--- src/rtl/branch_pred_ctrl_pkg.sv ---
// Shared definitions for the branch predictor / redirect controller:
// FSM encodings, counter reset value and delay-slot offset.
package branch_pred_ctrl_pkg;

    localparam int unsigned CTR_W    = 2;
    localparam int unsigned CNT_W    = 16;
    localparam int unsigned ADDR_W   = 32;

    // Weakly not-taken
    localparam logic [CTR_W-1:0]  CTR_RESET         = 2'b01;
    localparam logic [CTR_W-1:0]  CTR_MAX           = 2'b11;
    localparam logic [CTR_W-1:0]  CTR_MIN           = 2'b00;
    // Fall-through skips the branch and its delay slot
    localparam logic [ADDR_W-1:0] DELAY_SLOT_OFFSET = 32'd8;

    typedef enum logic [1:0] {
        IDLE     = 2'd0,
        REDIRECT = 2'd1,
        RECOVER  = 2'd2
    } bp_state_e;

    function automatic logic [CNT_W-1:0] sat_inc(input logic [CNT_W-1:0] v);
        return (v == {CNT_W{1'b1}}) ? v : v + CNT_W'(1);
    endfunction

endpackage

--- src/rtl/branch_pred_ctrl_bht_table.sv ---
// Branch history table: 2**IDX_W 2-bit saturating counters with a
// combinational read port and one registered update port.
module bht_table
    import branch_pred_ctrl_pkg::*;
#(
    parameter int unsigned IDX_W = 4
) (
    input  logic             clk,
    input  logic             rst_n,
    input  logic [IDX_W-1:0] rd_idx,
    output logic             rd_taken_c,
    input  logic             upd_en,
    input  logic [IDX_W-1:0] upd_idx,
    input  logic             upd_taken
);

    localparam int unsigned DEPTH = 2 ** IDX_W;

    logic [CTR_W-1:0] ctr_q [DEPTH];
    logic [CTR_W-1:0] upd_cur_c;
    logic [CTR_W-1:0] upd_nx_c;

    // Read returns the stored value; a same-cycle update is not bypassed
    assign rd_taken_c = ctr_q[rd_idx][CTR_W-1];
    assign upd_cur_c  = ctr_q[upd_idx];

    always_comb begin
        upd_nx_c = upd_cur_c;
        if (upd_taken) begin
            if (upd_cur_c != CTR_MAX) upd_nx_c = upd_cur_c + CTR_W'(1);
        end else begin
            if (upd_cur_c != CTR_MIN) upd_nx_c = upd_cur_c - CTR_W'(1);
        end
    end

    always_ff @(posedge clk or negedge rst_n) begin
        if (!rst_n) begin
            for (int i = 0; i < int'(DEPTH); i++) ctr_q[i] <= CTR_RESET;
        end else if (upd_en) begin
            ctr_q[upd_idx] <= upd_nx_c;
        end
    end

endmodule

--- src/rtl/branch_pred_ctrl.sv ---
// Direction predictor plus mispredict redirect/flush sequencer with
// resolved-branch and mispredict statistics.
module branch_pred_ctrl
    import branch_pred_ctrl_pkg::*;
#(
    parameter int unsigned IDX_W = 4
) (
    input  logic              clk,
    input  logic              rst_n,
    input  logic              stall,
    input  logic [31:0]       if_pc,
    output logic              if_pred_taken,
    input  logic              ex_valid,
    input  logic              ex_is_branch,
    input  logic [31:0]       ex_pc,
    input  logic              ex_pred_taken,
    input  logic              ex_take_branch,
    input  logic [31:0]       ex_target,
    output logic              redirect_valid,
    output logic [31:0]       redirect_pc,
    output logic              flush_if,
    output logic              flush_id,
    output logic [CNT_W-1:0]  br_count,
    output logic [CNT_W-1:0]  mis_count
);

    bp_state_e        state_q;
    bp_state_e        state_nx;
    logic             resolve_c;
    logic             mispredict_c;
    logic             redirect_valid_nx;
    logic             flush_if_nx;
    logic             flush_id_nx;
    logic [IDX_W-1:0] if_idx_c;
    logic [IDX_W-1:0] ex_idx_c;
    logic             unused_pc_bits;

    assign if_idx_c       = if_pc[IDX_W+1:2];
    assign ex_idx_c       = ex_pc[IDX_W+1:2];
    assign unused_pc_bits = ^{if_pc[31:IDX_W+2], if_pc[1:0]};

    // Wrong-path ex_* inputs are ignored outside IDLE
    assign resolve_c    = ex_valid & ex_is_branch & ~stall & (state_q == IDLE);
    assign mispredict_c = resolve_c & (ex_pred_taken != ex_take_branch);

    bht_table #(
        .IDX_W      (IDX_W)
    ) u_bht (
        .clk        (clk),
        .rst_n      (rst_n),
        .rd_idx     (if_idx_c),
        .rd_taken_c (if_pred_taken),
        .upd_en     (resolve_c),
        .upd_idx    (ex_idx_c),
        .upd_taken  (ex_take_branch)
    );

    always_ff @(posedge clk or negedge rst_n) begin
        if (!rst_n) state_q <= IDLE;
        else        state_q <= state_nx;
    end

    // Next state, and registered outputs decoded from it
    always_comb begin
        state_nx          = state_q;
        redirect_valid_nx = 1'b0;
        flush_if_nx       = 1'b0;
        flush_id_nx       = 1'b0;
        if (!stall) begin
            unique case (state_q)
                IDLE:     if (mispredict_c) state_nx = REDIRECT;
                REDIRECT: state_nx = RECOVER;
                RECOVER:  state_nx = IDLE;
                default:  state_nx = IDLE;
            endcase
        end
        if (state_nx == REDIRECT) begin
            redirect_valid_nx = 1'b1;
            flush_if_nx       = 1'b1;
        end
        if (state_nx != IDLE) flush_id_nx = 1'b1;
    end

    always_ff @(posedge clk or negedge rst_n) begin
        if (!rst_n) begin
            redirect_valid <= 1'b0;
            flush_if       <= 1'b0;
            flush_id       <= 1'b0;
        end else begin
            redirect_valid <= redirect_valid_nx;
            flush_if       <= flush_if_nx;
            flush_id       <= flush_id_nx;
        end
    end

    // Corrected fetch address captured at the mispredicting resolve
    always_ff @(posedge clk or negedge rst_n) begin
        if (!rst_n) begin
            redirect_pc <= '0;
        end else if (mispredict_c) begin
            redirect_pc <= ex_take_branch ? ex_target : ex_pc + DELAY_SLOT_OFFSET;
        end
    end

    always_ff @(posedge clk or negedge rst_n) begin
        if (!rst_n) begin
            br_count  <= '0;
            mis_count <= '0;
        end else begin
            if (resolve_c)    br_count  <= sat_inc(br_count);
            if (mispredict_c) mis_count <= sat_inc(mis_count);
        end
    end

endmodule

--- config.mk ---
export PLATFORM = sky130hd
export DESIGN_NAME = branch_pred_ctrl
export DESIGN_NICKNAME = d
export VERILOG_FILES = /design/src/rtl/branch_pred_ctrl_pkg.sv /design/src/rtl/branch_pred_ctrl_bht_table.sv /design/src/rtl/branch_pred_ctrl.sv
export SDC_FILE = /design/constraint.sdc
export NUM_CORES = 1
export LEC_CHECK = 0
export ABC_CLOCK_PERIOD_IN_PS = 4160
export CAP_MARGIN = 20
export CORE_UTILIZATION = 51
export CTS_CLUSTER_SIZE = 12
export DETAILED_ROUTE_END_ITERATION = 8
export GPL_ROUTABILITY_DRIVEN = 0
export PLACE_DENSITY_LB_ADDON = 0.12
export SYNTH_ARGS = -nofsm -noshare
export SYNTH_HDL_FRONTEND = slang
export SYNTH_HIERARCHICAL = 1
export SYNTH_SLANG_ARGS = --single-unit
--- constraint.sdc ---
create_clock -name clk -period 4.16 [get_ports clk]
set_input_delay 0.832 -clock clk [delete_from_list [all_inputs] [get_ports clk]]
set_output_delay 0.832 -clock clk [all_outputs]
set_load 0.05 [all_outputs]
==> Word-level counts from Yosys, hierarchy flattened <==
Cells that the tools add are included.
{ "word_totals": {"ff_bits": 100, "latch_bits": 0, "ramBits": 0, "romBits": 0, "inputBits": 103, "output_inout_bits": 68, "word_cells": 69, "n_memories": 0} }
{ "classes": {"addsub": 5, "n_mul": 0, "div": 0, "order_cmp": 3, "n_eq_ne": 6, "shifts": 0, "n_mux": 18, "bitwise": 9, "n_reduce_logical": 6} }
{ "op_table": {"columns": ["op", "n"], "rows": [
  ["adder 16 x 1 -> 16 bit (second input constant)", 2],
  ["adder 32 x 4 -> 32 bit (second input constant)", 1],
  ["bitwise mux 32 bit", 1],
  ["== test 16 bit (second input constant)", 2],
  ["2-to-1 mux 32 bit", 1],
  ["2-to-1 mux 2 bit", 10],
  ["binary-select mux 2 bit (select 4 bit)", 2],
  [">= comparator 5 bit (second input constant)", 2],
  ["NOT 4 -> 5 bit", 2],
  ["demux 2 bit (select 4 bit)", 1],
  ["less-than comparator 5 x 1 -> 1 bit (second input constant)", 1],
  ["AND 1 bit", 4],
  ["== test 2 x 1 -> 1 bit (second input constant)", 2],
  ["case mux 2 bit (2 select lines)", 1],
  ["AND reduction 2 bit", 2],
  ["nonzero test 2 bit", 2],
  ["NOT 1 bit", 3],
  ["adder 2 x 1 -> 2 bit (second input constant)", 1],
  ["logical NOT 2 bit", 1],
  ["2-to-1 mux 1 bit", 2],
  ["inequality test 2 bit (second input constant)", 1],
  ["subtractor 2 x 1 -> 2 bit (second input constant)", 1],
  ["logical AND 1 bit", 1],
  ["inequality test 1 bit", 1]
]} }

==> Logic depth before layout (Yosys ltp) <==
Gate-level depths: netlist of run 1.
{ "logic_depth": {"depth_word": 9, "ltp_mapped": 9, "mapped_depth_nobuf": 8} }

==> Hierarchy <==
Netlist of run 1, hierarchy kept.
{ "by_module_without_submodules": {"columns": ["mod", "instances", "cells_each", "area_each_um2", "seq_area_each_um2"], "rows": [
  ["branch_pred_ctrl", 1, 404, 3753.6, 1701.6],
  ["bht_table", 1, 141, 1778.0, 820.8]
]} }

==> Least setup slack after synthesis of run 1 <==
No wires, ideal clock.
{ "synth_timing": {"path_type": "input -> output", "from": "in if_pc[2]", "to": "out if_pred_taken", "arrival_ps": 1926, "required_ps": 3328, "setup_slack_ps": 1402, "stages": 2, "cell_sequence": "mux4_2 mux4_2"} }
{ "synth_between": {"elab_chain_cells": 4} }
{ "synth_rtl": {"columns": ["item", "line", "text"], "rows": [
  ["from (decl)", "branch_pred_ctrl.sv:11", "input logic [31:0] if_pc,"],
  ["NOT 4 -> 5 bit (implied by the code)", "branch_pred_ctrl_bht_table.sv:24", "assign rd_taken_c = ctr_q[rd_idx][CTR_W-1];"],
  ["binary-select mux 2 bit (select 4 bit)", "branch_pred_ctrl_bht_table.sv:24", null],
  ["2-to-1 mux 2 bit (implied by the code) (2 in a row)", "branch_pred_ctrl_bht_table.sv:24", null],
  ["to (decl)", "branch_pred_ctrl.sv:12", "output logic if_pred_taken,"]
]} }
Every way passes these cells. The select of a mux whose other input is x is not followed.

==> Worst setup path in the final report of run 1 <==
Ends and elaborated chain as after synthesis.

==> results of run 1 <==
==> synthesized netlist by cell type (2+ instances only) <==
master / n / share of area
dfstp_2: 16 / 0.076
maj3_2: 2 / 0.0041
maj3_1: 2 / 0.0036
buf_2: 5 / 0.0045
nor4_2: 4 / 0.0090
nor3b_1: 2 / 0.0027
nand3b_1: 2 / 0.0027
nor4_1: 7 / 0.0079
buf_1: 3 / 0.0020
o31ai_1: 4 / 0.0054
ha_1: 3 / 0.0068
or3_1: 3 / 0.0034
nor2b_1: 3 / 0.0034
nand4_1: 15 / 0.017
xor2_1: 28 / 0.044
nor4b_1: 2 / 0.0032
and3_1: 7 / 0.0079
nand2_1: 64 / 0.043
a31oi_1: 5 / 0.0057
a2bb2oi_1: 2 / 0.0032
mux2i_1: 6 / 0.011
xnor2_1: 18 / 0.029
nand2b_1: 7 / 0.0079
or2_1: 3 / 0.0034
dfrtp_1: 84 / 0.38
a31o_2: 3 / 0.0048
nand3_1: 33 / 0.030
nor2_1: 46 / 0.031
o211ai_1: 6 / 0.0081
or3_4: 2 / 0.0041
clkbuf_1: 13 / 0.0088
mux4_1: 7 / 0.033
inv_1: 7 / 0.0048
o22ai_1: 7 / 0.0079
o21ai_0: 36 / 0.033
mux4_2: 6 / 0.024
mux2_2: 24 / 0.049
and4_1: 2 / 0.0032
nor3_1: 13 / 0.012
a21oi_1: 24 / 0.022
==> metrics by stage <==
step             util  cells  instance area (um^2)  setup slack (ps)
2_1_floorplan       -    545                  5532              1402
3_3_place_gp   0.6796    809                  7079             429.3
3_5_place_dp   0.6796    809                  7079             407.3
4_1_cts        0.7015    825                  7307             615.3
5_1_grt        0.7015    825                  7307             587.0
6_report       0.7015    825                  7307             632.0
==> flip-flops by register name (all words and copies together), names as in the netlist <==
| signal | count |
|---|---|
| redirect_pc | 32 |
| u_bht/ctr_q | 32 |
| br_count | 16 |
| mis_count | 16 |
| state_q | 2 |
| flush_id | 1 |
| flush_if | 1 |
==> worst paths after layout <==
check                                   to  slack [ps]  depth (start not counted)
max                          if_pred_taken         630                          4
min                             state_q[0]         390                          1
max reg2reg                u_bht/ctr_q[11]        1410                          6
min reg2reg                u_bht/ctr_q[18]         480                          2
max in group asynchronous  u_bht/ctr_q[30]        2900                          2
min in group clk           u_bht/ctr_q[18]         480                          2
==> layout make-up <==
class,instances,share of cell area
well taps,136,0.02329
clock buffers,12,0.02123
inverters,7,0.003596
repair buffers,152,0.2034
flip-flops and latches,100,0.3452
clock inverters,4,0.009932
multi-input cells,414,0.3933
==> cell families (layout without fill, tap and decap cells) <==
logic type / after synthesis / in the layout
flip-flops: 100 / 100
AO/OA/AOI/OAI: 93 / 93
XOR/XNOR: 46 / 46
adder cells (fa/ha/maj): 7 / 7
AND/OR/NAND/NOR: 224 / 224
buffers and inverters: 31 / 175
multiplexers: 44 / 44
==> placed cells by master, fill, tap and decap left out, types with 3 or more instances in the layout <==
cell             count
clkbuf_8            11
a31oi_1              5
o31ai_1              4
a21oi_1             24
nand3_1             33
mux4_2               6
or2_1                3
mux2i_1              6
nor3_1              13
nor2_1              46
nor4_1               7
a31o_2               3
dfrtp_1             84
o22ai_1              7
clkdlybuf4s50_1    139
o21ai_0             36
xor2_1              28
ha_1                 3
or3_1                3
nor2b_1              3
inv_1                7
dfstp_2             16
and3_1               7
xnor2_1             18
buf_4               12
nand4_1             15
nor4_2               4
nand2_1             64
nand2b_1             7
mux2_2              24
o211ai_1             6
mux4_1               7
==> power groups by stage <==
stage | Clock (uW) | Combinational, uW | Sequential, uW
global route | 758 | 1340 | 1340
global placement | 0 | 1250 | 1330
floorplan | 0 | 307 | 1810
finish | 711 | 1270 | 1320
detailed placement | 0 | 1280 | 1330
CTS | 719 | 1280 | 1320
==> routing by layer <==
layer | GRT usage | wire length (um) | share of wire
met1 | 0.3500 | 6304 | 0.43
met2 | 0.4337 | 7112 | 0.49
met3 | 0.03863 | 709 | 0.049
met4 | 0.1181 | 422 | 0.029
met5 | 0 | 0 | 0
==> metrics, run 1 <==
status finished, final reports clean; main combinational cell family by area after synthesis simple AND/OR/NAND/NOR gates; first-pass GRT wire length 23.44 mm; path type of the worst setup path in -> out; fmax 283.5 MHz; Mapped Cells 545; DRC 0; syn nets 651; HPWL Detailed 10.65 mm; final period utilization 0.8481; Logic pwr share 0.385; Mapped Area 5532 um^2; vias in the first global route 4741; overall fraction of global-route tracks in use 0.2650; clk_lat worst skew 370 ps; ratio of cells with drive above 1 in the final layout 0.1379; Worst Path Required 3330 ps; Final setup viols 0; CP Cell Sequence clkdlybuf4s50_1 -> mux4_2 -> mux4_2 -> buf_4; YS warnings 6; Leak 0.003038 uW; drt initial violations 231; Clk pwr share 0.215; Resize count post-CTS 0; unrepaired setup endpoints after global routing no; ys flop type dfrtp_1; Setup Total Neg Slack 0 ps; switch share 0.3870; WP data arrival 2700 ps; Worst Path Buf+Inv 2; max_cap viols 0; Post-CTS Setup Repair Bufs 0; clk_skew 7.883 ps; fin nets 790; total wire length 14.55 mm; Hold Violations, Final 0; Fill cells 804; CTS Sinks 100; Slew Limit Fails 0; initial core utilization 0.5311; Reg power frac 0.400; Layout area overhead 32.10%; Max clock buf depth 2; synthesized area per cell 10.15 um^2; worst-margin pin slew 685.1 ps; top cell family by delay on the critical path multiplexers; R2R Path Start state_q[0]; min cycle time layout 3528 ps; type of origin of the critical path input port; clock-pin slew on the worst setup and hold paths 90 ps; compound-gate portion of the synthesized area 0.09885; sequential share of the synthesized area 0.4560; VDD IR-drop max 0.0002843 V; most used cell, CP mux4_2; TritonCTS buffer count 9; PwrDens 451.8 nW/um^2; Root Driver clkbuf_8; die boundary width 106.1 um; EDFF count, synth 0; Cell variety after synth 59; crit-path max cell delay 630 ps; via count 4815; Synth Register Bits 100; largest net degree at the start of global routing 44; adder-cell share of the synthesized area 0.01448; Wirelength per Cell 17.63 um; CP max FO 4; XOR/XNOR Fraction of Synth Area 0.07283; Via density 5.836; num ports 171; multi-input logic area 2874 um^2; row cnt 37; Storage cell area 2522 um^2; Design Power 3301 uW; Detail Route Antenna Nets 0; initial antenna violation count 0; CTS tree done; Tightest Hold Check Type in -> async; post-synthesis simple-gate area fraction 0.2133; WHS 394.0 ps; internal power 2024 uW; I/O Buffers 142; Die ar. 11270 um^2; gr ovfl total 0; Crit. End Element output pin; CP max-delay cell clkdlybuf4s50_1; Slew headroom 0.5418; Core ar. 10420 um^2; die height 106.1 um; H-tree levels 3; CTS Hold Buffers Added 0; CP startpoint if_pc[2]; Psw 1277 uW; Synth async-reset ratio 1.000; diode count 0; first-pass iteration count of the detailed router 5; post-synthesis mux area share 0.1201
Note: power is estimated with default switching activity, not from simulation.
==> run 2: changes to the inputs <==
Settings changed: ABC_CLOCK_PERIOD_IN_PS 4160 to 3700, CORE_UTILIZATION 51 to 47.
Clock period 4.16 ns to 3.7 ns, I/O delays scaled along.
==> run 2 against run 1 <==
  * Clock power up 33%
  * Flip-flop and latch count unchanged
  * Largest power group unchanged
  * Setup slack worse by 270 ps
  * Global-route usage down 2.2 points
  * Register-to-register slack worse by 180 ps
  * Cell count up 1.7%
==> metrics, run 2 (synthesis gave the netlist of run 1 again) <==
fin nets 796 (+0.76%); Logic pwr share 0.371 (-0.014); die height 110.5 um (+4.1%); CTS Sinks 100 (unchanged); switch share 0.3819 (-0.005081); most used cell, CP mux4_2; CTS tree done; H-tree levels 3 (unchanged); Fill cells 932 (+16%); worst-margin pin slew 569.5 ps (-115.6 ps); Die ar. 12210 um^2 (+8.3%); type of origin of the critical path input port; PwrDens 518.5 nW/um^2 (+15%); Layout area overhead 34.90%; row cnt 39 (+5.4%); CP Cell Sequence clkdlybuf4s50_1 -> mux4_2 -> mux4_2 -> buf_4; DR top layer met4; ratio of cells with drive above 1 in the final layout 0.1453 (+0.007443); clk_skew 8.632 ps (+0.7486 ps); vias in the first global route 4748 (+0.15%); HPWL Detailed 10.51 mm (-1.4%); Final setup viols 0 (unchanged); Reg power frac 0.384 (-0.016); final period utilization 0.9019; Worst Path Required 2960 ps (-370 ps); Root Driver clkbuf_16; I/O Buffers 142 (unchanged); Detail Route Antenna Nets 0 (unchanged); Crit. End Element output pin; Wirelength per Cell 17.19 um (-2.5%); VDD IR-drop max 0.0002967 V (+4.4%); DR WL met2 7.079 mm (-0.46%); WL met1 6.238 mm (-1.0%); status finished, final reports clean; CP startpoint if_pc[2]; DRC 0 (unchanged); Tightest Hold Check Type in -> async; crit-path max cell delay 620 ps (about the same); Clk pwr share 0.245 (+0.030); unrepaired setup endpoints after global routing no; Core ar. 11470 um^2 (+10%); initial antenna violation count 1 (+1); first-pass GRT wire length 23.69 mm (+1.1%); WP data arrival 2600 ps (-100 ps); Post-CTS Setup Repair Bufs 0 (unchanged); gr ovfl total 0 (unchanged); largest net degree at the start of global routing 86 (+95%); commonest non-fill, non-tap cell in the layout clkdlybuf4s50_1; fmax 299.7 MHz; clock-pin slew on the worst setup and hold paths 70 ps (-20 ps); R2R Path Start state_q[0]; Slew Limit Fails 0 (unchanged); internal power 2391 uW (+18%); TritonCTS buffer count 9 (unchanged); CP max-delay cell clkdlybuf4s50_1; Slew headroom 0.6189 (+0.07712); CP max FO 4 (unchanged); CTS Hold Buffers Added 0 (unchanged); post-layout instance area 7462 um^2 (+2.1%); DP Area 7138 um^2 (+0.83%); initial core utilization 0.4824 (-0.04867); Psw 1478 uW (+16%); drt initial violations 283 (+23%); Leak 0.003109 uW (+2.3%); Via density 5.653 (-3.1%); first-pass iteration count of the detailed router 4 (-1); most frequent cells in the layout 139 x clkdlybuf4s50_1, 84 x dfrtp_1, 64 x nand2_1; overall fraction of global-route tracks in use 0.2435 (-0.02157); num ports 171 (unchanged); path type of the worst setup path in -> out; met3 wire length 607 um (-14%); max_cap viols 0 (unchanged); top flop regs redirect_pc: 32 flops, u_bht/ctr_q: 32 flops; die boundary width 110.5 um (+4.1%); Setup Total Neg Slack 0 ps (unchanged); clk_lat worst skew 360 ps (about the same); total wire length 14.42 mm (-0.88%); Max clock buf depth 2 (unchanged); min cycle time layout 3337 ps; Hold Violations, Final 0 (unchanged); Resize count post-CTS 0 (unchanged); via count 4743 (-1.5%)
run 2: changes by cell type in the layout (fill, tap and decap cells not counted):
cell | before | now
clkbuf_8 | 11 | 0
clkbuf_16 | 0 | 9
buf_4 | 12 | 16
clkinv_4 | 0 | 2
buf_12 | 0 | 1
buf_16 | 0 | 1
bufinv_16 | 2 | 1
clkinv_2 | 1 | 2
diode_2 | 0 | 1
run 2: worst paths after layout:
path / depth (start not counted) / endpoint / slack [ps]
min reg2reg: 2 / u_bht/ctr_q[20] / 480
max reg2reg: 6 / u_bht/ctr_q[11] / 1230
min: 1 / mis_count[5] / 330
max in group asynchronous: 3 / u_bht/ctr_q[6] / 2510
min in group clk: 2 / u_bht/ctr_q[20] / 480
max: 4 / if_pred_taken / 360
run 2: worst max-delay path: cells and delay by family:
family                 cells  cell delay, ps
buffers and inverters      2             830
multiplexers               2            1030
run 2: power by group through the flow:
stage | Combinational, uW | Sequential [uW] | Clock [uW]
2_1_floorplan | 345 | 2030 | 0
4_1_cts | 1440 | 1480 | 972
3_3_place_gp | 1410 | 1490 | 0
3_5_place_dp | 1440 | 1500 | 0
6_report | 1440 | 1480 | 948
5_1_grt | 1510 | 1510 | 1010
run 2: area by class of cell:
type / count / area (um^2) / share of cell area
inverter: 7 / 26.28 / 0.003521
antenna: 1 / 2.502 / 0.0003353
sequential: 100 / 2522 / 0.3380
timing repair buffer: 158 / 1564 / 0.2096
multi-input combinational: 414 / 2874 / 0.3851
clock buffer: 10 / 229.0 / 0.03068
tap: 143 / 178.9 / 0.02398
clock inverter: 6 / 65.06 / 0.008719
run 2: routing by layer:
layer / track usage / up-vias
met5: 0 / -
met4: 0.1324 / 0
met3: 0.04226 / 29
met2: 0.3938 / 141
met1: 0.3111 / 2304
li1: - / 2269
run 2: metrics by stage:
step | setup slack [ps] | util | total power (uW) | hold WS, ps | cells
after floorplan | 1076 | - | 2375 | 444.4 | 545
after global placement | 347.7 | 0.6225 | 2904 | 461.7 | 821
after detailed placement | 344.6 | 0.6225 | 2941 | 468.2 | 821
after CTS | 344.2 | 0.6481 | 3896 | 478.2 | 837
after global routing | 306.1 | 0.6507 | 4038 | 357.6 | 839
final | 363.2 | 0.6507 | 3869 | 325.8 | 839
==> run 3: changes to the inputs <==
==> constraint.sdc (replaced) <==
create_clock -name clk -period 3.7 [get_ports clk]
set_input_delay 0.555 -clock clk [delete_from_list [all_inputs] [get_ports clk]]
set_output_delay 0.555 -clock clk [all_outputs]
set_load 0.05 [all_outputs]
==> run 3 against run 2 <==
  * Cell area grew 0.45%
  * Clock skew is essentially flat
  * Setup slack gained 370 ps
  * Power grew 5.7%
  * Non-clock buffer count shrank 4
  * Sequential share of layout area shrank 0.15 points
  * Critical path type unchanged
  * Largest cell class unchanged
  * Cell count shrank 0.60%
  * Register-to-register slack gained 70 ps
  * First-iteration DRC count grew 13%
  * Global-route usage shrank 0.22 points
  * Hold slack lost 240 ps
  * Critical endpoint unchanged
==> metrics, run 3 (synthesis gave the netlist of run 1 again) <==
Via density 5.673 (+0.34%); Worst Path Buf+Inv 2 (unchanged); die boundary width 110.5 um (unchanged); most frequent cells in the layout 139 x clkdlybuf4s50_1, 84 x dfrtp_1, 64 x nand2_1; H-tree levels 3 (unchanged); CTS Hold Buffers Added 0 (unchanged); PwrDens 545.6 nW/um^2 (+5.2%); Hold Violations, Final 0 (unchanged); CP max FO 4 (unchanged); Layout area overhead 35.51%; via count 4731 (-0.25%); min cycle time layout 2963 ps (-373.5 ps); CP max-delay cell clkdlybuf4s50_1; largest net degree at the start of global routing 86 (unchanged); vias in the first global route 4669 (-1.7%); Detail Route Antenna Nets 0 (unchanged); initial core utilization 0.4824 (unchanged); clk_skew 8.785 ps (+0.1535 ps); CTS Sinks 100 (unchanged); Design Power 4090 uW (+5.7%); TritonCTS buffer count 9 (unchanged); DRC 0 (unchanged); max_cap viols 0 (unchanged); PnR worst setup slack 736.6 ps (+373.5 ps); Slew Limit Fails 0 (unchanged); CP startpoint if_pc[2]; row cnt 39 (unchanged); Wirelength per Cell 16.94 um (-1.5%); ratio of cells with drive above 1 in the final layout 0.1418 (-0.003500); type of origin of the critical path input port; gr ovfl total 0 (unchanged); commonest non-fill, non-tap cell in the layout clkdlybuf4s50_1; Slew headroom 0.5807 (-0.03828); Tightest Hold Check Type in -> async; path type of the worst setup path in -> out; unrepaired setup endpoints after global routing no; drt initial violations 320 (+13%); fin nets 792 (-0.50%); num ports 171 (unchanged); diode count 0 (-1); HPWL Detailed 10.09 mm (-4.0%); top cell family by delay on the critical path multiplexers; WHS 90.32 ps (-235.5 ps); CP Cell Sequence clkdlybuf4s50_1 -> mux4_2 -> mux4_2 -> buf_4; Root Driver clkbuf_16; first-pass GRT wire length 23.55 mm (-0.61%); Setup Total Neg Slack 0 ps (unchanged); die height 110.5 um (unchanged); initial antenna violation count 0 (-1); crit-path max cell delay 630 ps (about the same); R2R Path Start state_q[0]; Worst Path Required 3140 ps (+180 ps); core occupancy in the finished layout 0.6537 (+0.002946); fmax 337.5 MHz (+13%); Post-CTS Setup Repair Bufs 0 (unchanged); CTS tree done; total wire length 14.13 mm (-2.0%); clock-pin slew on the worst setup and hold paths 70 ps (about the same); Crit. End Element output pin; top flop regs redirect_pc: 32 flops, u_bht/ctr_q: 32 flops; VDD IR-drop max 0.0002931 V (-1.2%); Setup WS pre-CTS 507.0 ps (+162.3 ps); status finished, final reports clean; Leak 0.003126 uW (+0.54%); WP data arrival 2410 ps (-190 ps); I/O Buffers 142 (unchanged); Fill cells 928 (-0.43%); Resize count post-CTS 0 (unchanged); clk_lat worst skew 350 ps (about the same); worst-margin pin slew 627.0 ps (+57.48 ps); most used cell, CP mux4_2; final period utilization 0.8009 (-0.1009); Final setup viols 0 (unchanged); first-pass iteration count of the detailed router 5 (+1); Die ar. 12210 um^2 (unchanged); Max clock buf depth 2 (unchanged); Core ar. 11470 um^2 (unchanged); overall fraction of global-route tracks in use 0.2413 (-0.002185)
-- run 3: cell count changes in the layout (fill, tap and decap cells not counted) --
cell,delta
buf_12,-1
buf_4,-3
bufinv_16,+3
clkbuf_1,-1
clkbuf_8,+1
clkinv_2,-1
clkinv_4,-2
clkinvlp_4,-1
diode_2,-1
inv_6,+1
-- run 3: area by class of cell --
type / instances / area [um^2] / share of cell area
repair buffers: 154 / 1521 / 0.2030
clock buffers: 10 / 239.0 / 0.03188
inverters: 7 / 26.28 / 0.003505
clock inverters: 6 / 133.9 / 0.01786
multi-input cells: 414 / 2874 / 0.3834
flip-flops and latches: 100 / 2522 / 0.3365
well taps: 143 / 178.9 / 0.02387
-- run 3: layer usage --
metal,GRT usage,part of all wire,vias up
met5,0,0,-
met4,0.09600,0.022,0
met3,0.04665,0.050,20
met2,0.3946,0.49,150
met1,0.3158,0.43,2301
li1,-,-,2260
-- run 3: worst paths after layout --
path	end	slack, ps	cells after the start
worst max-delay path	if_pred_taken	740	4
worst min-delay path	redirect_pc[20]	90	1
worst max register to register	u_bht/ctr_q[11]	1300	6
worst min register to register	u_bht/ctr_q[22]	480	2
max in group asynchronous	u_bht/ctr_q[24]	2660	3
min in group clk	u_bht/ctr_q[22]	480	2
-- run 3: worst register-to-register path, cell delays in order, from the launching register on --
cell and delay (ps):
dfrtp_1 420, nor4b_4 390, nand2_1 120, inv_1 240
or3b_2 540, nor2_1 220, mux2_2 360
-- run 3: through the flow --
step                      instance area (um^2)  instances
after floorplan                           5532        545
after global placement                    7096        817
after detailed placement                  7096        817
after CTS                                 7468        833
after global routing                      7496        834
final                                     7496        834
-- run 3: power breakdown --
part | switching [uW] | leakage, uW | internal (uW) | total, uW
logic | 891 | 0.00169 | 539 | 1430
clock network | 429 | 0.000183 | 749 | 1180
registers | 159 | 0.00125 | 1320 | 1480
total | 1480 | 0.00313 | 2610 | 4090
